`config.mk`:
```
export PLATFORM = sky130hd
export DESIGN_NAME = mem_arbiter
export DESIGN_NICKNAME = d
export VERILOG_FILES = /design/src/rtl/mem_arbiter.sv
export SDC_FILE = /design/constraint.sdc
export NUM_CORES = 1
export LEC_CHECK = 0
export ABC_AREA = 1
export ABC_CLOCK_PERIOD_IN_PS = 1970
export CORE_AREA = 2 2 102 104
export DETAILED_ROUTE_END_ITERATION = 6
export DIE_AREA = 0 0 104 106
export PLACE_DENSITY = 0.63
export SLEW_MARGIN = 40
export SYNTH_ARGS = -nofsm -noshare
export SYNTH_HDL_FRONTEND = slang
export SYNTH_SLANG_ARGS = --single-unit
```
`constraint.sdc`:
```
create_clock -name CLK -period 1.97 [get_ports CLK]
set_input_delay 0.4925 -clock CLK [delete_from_list [all_inputs] [get_ports CLK]]
set_output_delay 0.4925 -clock CLK [all_outputs]
set_load 0.1 [all_outputs]
```
`src/rtl/mem_arbiter.sv`:
```
// Two-port memory arbiter: icache and dcache share one RAM port.
// dcache wins ties until icache has been starved STARVE_MAX times.
module mem_arbiter #(
  parameter int STARVE_MAX = 4
) (
  input  logic        CLK,
  input  logic        nRST,
  input  logic        iREN,
  input  logic [31:0] iaddr,
  output logic        iwait,
  output logic [31:0] iload,
  input  logic        dREN,
  input  logic        dWEN,
  input  logic [31:0] daddr,
  input  logic [31:0] dstore,
  output logic        dwait,
  output logic [31:0] dload,
  output logic        ramREN,
  output logic        ramWEN,
  output logic [31:0] ramaddr,
  output logic [31:0] ramstore,
  input  logic [31:0] ramload,
  input  logic [1:0]  ramstate
);

  typedef enum logic [1:0] {
    IDLE,
    IGNT,
    DGNT
  } state_t;

  typedef enum logic [1:0] {
    FREE,
    BUSY,
    ACCESS,
    ERROR
  } ramstate_t;

  localparam logic [2:0] SMAX = 3'(STARVE_MAX);

  state_t     state_q, state_d;
  logic [2:0] starve_q, starve_d;
  ramstate_t  rs;
  logic       d_req;

  assign rs    = ramstate_t'(ramstate);
  assign d_req = dREN | dWEN;

  always_ff @(posedge CLK or negedge nRST) begin
    if (!nRST) begin
      state_q  <= IDLE;
      starve_q <= '0;
    end else begin
      state_q  <= state_d;
      starve_q <= starve_d;
    end
  end

  always_comb begin
    state_d  = state_q;
    starve_d = starve_q;
    iwait    = 1'b1;
    dwait    = 1'b1;
    iload    = '0;
    dload    = '0;
    ramREN   = 1'b0;
    ramWEN   = 1'b0;
    ramaddr  = '0;
    ramstore = '0;
    unique case (state_q)
      IDLE: begin
        if (d_req && !(iREN && starve_q == SMAX)) begin
          state_d = DGNT;
        end else if (iREN) begin
          state_d = IGNT;
        end
      end
      IGNT: begin
        if (!iREN) begin
          state_d = IDLE;
        end else begin
          ramREN  = 1'b1;
          ramaddr = iaddr;
          unique case (rs)
            ACCESS: begin
              iwait    = 1'b0;
              iload    = ramload;
              state_d  = IDLE;
              starve_d = '0;
            end
            ERROR:   state_d = IDLE;
            default: ;
          endcase
        end
      end
      DGNT: begin
        if (!d_req) begin
          state_d = IDLE;
        end else begin
          ramaddr = daddr;
          // write wins when both enables are up
          if (dWEN) begin
            ramWEN   = 1'b1;
            ramstore = dstore;
          end else begin
            ramREN = 1'b1;
          end
          unique case (rs)
            ACCESS: begin
              dwait   = 1'b0;
              dload   = dWEN ? 32'h0 : ramload;
              state_d = IDLE;
              if (iREN && starve_q < SMAX) begin
                starve_d = starve_q + 3'd1;
              end
            end
            ERROR:   state_d = IDLE;
            default: ;
          endcase
        end
      end
      default: state_d = IDLE;
    endcase
  end

endmodule

```
---- Word-level counts from Yosys, hierarchy flattened ----
Cells that the tools add are included.
cells by class
  order comparisons ....................... 1
  add/sub/neg operators ................... 1
  mux-type cells .......................... 37
  bitwise gates (word level) .............. 1
  eq/ne operators ......................... 11
  reduce and logical (&&, ||, !) cells .... 8
operators by type and width
  kind                                               number
  2-to-1 mux 32 bit                                  12
  case mux 32 bit (2 select lines)                   1
  2-to-1 mux 3 bit                                   5
  2-to-1 mux 1 bit                                   11
  2-to-1 mux 2 bit                                   5
  != test 2 bit, second input constant               5
  == test 2 bit, second input constant               3
  case mux 2 bit (3 select lines)                    1
  case mux 3 bit (2 select lines)                    1
  AND reduction 6 bit                                1
  adder 3 x 1 -> 3 bit, second input constant        1
  == test 3 bit, second input constant               1
  logical AND 1 bit                                  3
  less-than comparator 3 bit, second input constant  1
  != test 3 bit, second input constant               1
  == test 2 x 1 -> 1 bit, second input constant      1
  logical NOT 2 bit                                  1
  case mux 1 bit (2 select lines)                    1
  nonzero test 2 bit                                 1
  OR reduction 2 bit                                 1
  logical NOT 1 bit                                  1
  bitwise OR 1 bit                                   1
storage, ports and cells
  input bits .............................. 135
  output and inout bits ................... 132
  register bits after elaboration ......... 5
  word-level logic and storage cells ...... 61

---- Depth between registers and ports, before layout ----
  word-level depth ........................ 6
  depth in mapped cells ................... 9
  gate-level depth less buffers ........... 8

---- Worst setup path after synthesis ----
No wires, ideal clock.
  kind .................................... register -> output
  from .................................... reg state_q[0]
  to ...................................... out dload[22]
  required time ........................... 1,477 ps
  setup slack ............................. -1,613 ps
  stages on the path, launching flop included .. 7
  arrival time ............................ 3,090 ps
  path buffers ............................ 2
  cell sequence ........................... dfrtp_1 > inv_1 > ha_1 > buf_4 > nand3_2 > buf_2 > nor3_1
on the way
  word-level cells in the longest chain between the ends .. 2
ends and longest elaborated chain
  item                      RTL line  text
  start: declaration        41        state_t state_q, state_d;
  start signal: assignment  54        state_q <= state_d;
  == test 2 bit             70        unique case (state_q)
  2-to-1 mux 32 bit         70
  end: declaration          17        output logic [31:0] dload,
No other way between the ends.

---- Worst setup path in the final report ----
  from .................................... reg state_q[1]
  to ...................................... out iload[27]
on the way
  word-level cells in the longest chain between the ends .. 2
ends and longest elaborated chain
  item                    RTL line  text
  == test 2 x 1 -> 1 bit  70
  2-to-1 mux 32 bit       70
  end: declaration        11        output logic [31:0] iload,
No other way between the ends.

==> results.md <==
* Run status: complete, but fails checks
* Failing checks: setup timing
* Total track usage at between 20% and 30%
* Grt met3 use at 5.33%
* Initial DRC count at 101
* Slew Limit Fails at 0
* DP Wirelength at 9.99 mm
* Synth area leaders: nand2_1 (20%), inv_1 (18%), nor2_1 (16%), a21oi_1 (9.9%), nor3_1 (9.6%)
* Worst Path Required at 1.48 ns
* Dpl cells at a little under 800
* Cell count after synthesis at 357
* Ys async rst share at 100%
* Root buffer cell: clkbuf_8
* Wire length per cell at 17.4 um
* Peak Freq at 447 MHz
* Vias at 3573
* Final std cells w/o fill at 802
* Max VDD drop at roughly 1000 uV
* RSZ-0062 raised after global routing: yes
* Max Cap Viol at 0
* Most common cell in the netlist: nand2_1
* Layout Nets at a little over 800
* H-tree depth at 1
* Diodes inserted at 0
* Clock latency on the worst-skew pair at 0.23 ns
* Setup crit end kind: primary output
* Synthesized area at 1670 sq um
* Most used DFF post-synth: dfrtp_1
* Share of layout cells above drive strength 1 at a little under three fifths
* Max Buffers Root-to-Sink at 2
* Initial antenna violation count at 0
* GR Util met2 at 49.0%
* Die W at 104 um
* Flop and latch count out of synthesis at 5
* GRT busiest layer: met2
* Final setup viols at 132
* Final Critical Period at 2.24 ns
* CTS Buf Count at 3
* CP Class: flip-flop to primary output
* Largest net degree at the start of global routing at 21
* Area growth from synthesis to layout at 386%
* Final core utilization at 81.0%
* Synth top area share at 20.3%
* Routing usage on met1 at a little under a quarter
* Cell taking the most area after synthesis: nand2_1
* Pwr dens at around 1000 nW/um^2
* Class of the worst hold path: input port to asynchronous set/reset pin
* Endpoints failing hold at 0
* Skew final at 0.00517 ns
* IO Port Bufs at 266
* Detailed Routing Iterations Pass 1 at 4
* TritonCTS clock tree: done
* Initial Util at 16.7%
* Syn_area_per_cell at between 4 and 5 sq um
* # clock sinks at 5
* DRC errors left at 0
* Clk slew on worst S/H paths at around 0.040 ns
* Die Footprint at 11000 sq um
* Crit share post-route at 113%
* Antenna violation net count after detailed routing at 0
* Fill cells at 562
* Startpoint Class: flip-flop
* Vias in the first global route at about 3.9k
* Pleak at 0.00332 uW
* First-pass GRT wire length at about 21 mm
* Syn_nets at 498
* Top post-synthesis cells by count: nand2_1 (90), inv_1 (80), nor2_1 (71)
* I/O pins at 267
* Post-synth cell types at 17
* Cell Rows at 37
* Hold slack at between 0.5 and 0.6 ns
* Final TNS setup at -25.37 ns
* Critical path arrival at 1.74 ns
* Max_slew headroom at 79.7%
* Vias per cell at 4.46
* Setup WS post-layout at -0.265 ns
* Die extent in y at 106 um
* EDFF count, synth at 0
* Worst slew pin tran at 0.302 ns
* Post-detailed-routing wire length at 13.9 mm
* Yosys warns at 0
* Remaining Overflow, GRT at 0
* Gp weighted congestion at approximately 0.81
* Hold_buf cts at 0
* Register area share after synthesis at 7.51%
* Setup WS pre-CTS at -0.458 ns
* Total core area at about 10000 sq um
* CP max FO at 10
[layer usage]
| metal | vias to the layer above | share of wire, % |
|---|---|---|
| met5 | - | 0 |
| met4 | 0 | 2.5 |
| met3 | 26 | 6.1 |
| met2 | 184 | 59 |
| met1 | 1677 | 32 |
| li1 | 1686 | - |
[cells by family (layout without fill, tap and decap cells)]
kind of cell             count (synthesis)  in the layout  share of synthesized area (%)
flip-flops                               5              5                           7.51
buffers and inverters                  104            413                           25.7
AND/OR/NAND/NOR                        208            208                           52.1
adder cells (fa/ha/maj)                  6              6                           4.50
AO/OA/AOI/OAI                           34             34                           10.2
[repair_timing]
action,in CTS,in global routing
setup buffers,15,7
pin swaps,20,46
gates cloned,6,7
resized for setup,66,54
setup endpoints to repair,132,132
[final timing paths]
kind / endpoint / depth (start not counted) / slack, ns / startpoint
min reg2reg: starve_q[1] / 2 / 0.56 / starve_q[1]
max in group asynchronous: state_q[1] / 1 / 1.23 / nRST
min: starve_q[1] / 1 / 0.50 / nRST
min in group CLK: starve_q[1] / 2 / 0.56 / starve_q[1]
max reg2reg: starve_q[2] / 10 / 0.23 / state_q[0]
max: iload[27] / 7 / -0.27 / state_q[1]
[worst max-delay path, cell delays in order, from the launching register on]
cell and delay, ns:
dfrtp_2 0.45, inv_4 0.09, ha_4 0.17, buf_6 0.11
nand3_4 0.14, clkbuf_16 0.25, nor2_4 0.12, buf_12 0.18
[flip-flops by register name (all words and copies together), names as in the netlist]
name,count
starve_q,3
state_q,2
[report_power, final]
group / internal, uW / switching [uW]
registers: 140 / 49.8
clock network: 140 / 62.7
logic: 3060 / 4650
[cell usage in the layout, fill, tap and decap left out]
| cell | instances |
|---|---|
| nand3_1 | 7 |
| dlygate4sd2_1 | 2 |
| nand3_4 | 2 |
| clkdlybuf4s50_1 | 129 |
| buf_16 | 4 |
| dfrtp_1 | 4 |
| buf_4 | 20 |
| clkdlybuf4s15_1 | 2 |
| nand2_1 | 59 |
| nor2_4 | 64 |
| nor3_4 | 32 |
| ha_1 | 3 |
| o21ai_1 | 1 |
| clkbuf_16 | 6 |
| buf_12 | 155 |
| inv_4 | 1 |
| dfrtp_2 | 1 |
| clkbuf_1 | 1 |
| inv_1 | 74 |
| nor2_1 | 7 |
| buf_6 | 6 |
| buf_2 | 1 |
| clkinvlp_4 | 1 |
| nand2_8 | 1 |
| nand3b_1 | 1 |
| nand2_4 | 5 |
| nand2_2 | 30 |
| a21oi_4 | 33 |
| inv_6 | 1 |
| buf_8 | 2 |
| clkinv_8 | 1 |
| clkbuf_8 | 3 |
| ha_4 | 3 |
| inv_2 | 4 |
[per-stage QoR]
| step | cell area (sq um) | power, uW |
|---|---|---|
| after floorplan | 2940 | 4580 |
| after global placement | 7280 | 6750 |
| after detailed placement | 7280 | 6830 |
| after CTS | 7850 | 7620 |
| after global routing | 8100 | 8360 |
| final | 8100 | 8090 |
[layout make-up]
type / instances / area, sq um / share of cell area [%]
Inverter: 82 / 332 / 4.09
Timing Repair Buffer: 327 / 4940 / 61.0
Clock buffer: 4 / 45.0 / 0.556
Multi-Input combinational cell: 248 / 2480 / 30.7
Sequential cell: 5 / 126 / 1.56
Tap cell: 136 / 170 / 2.10
Power figures use the tool's default switching activity.
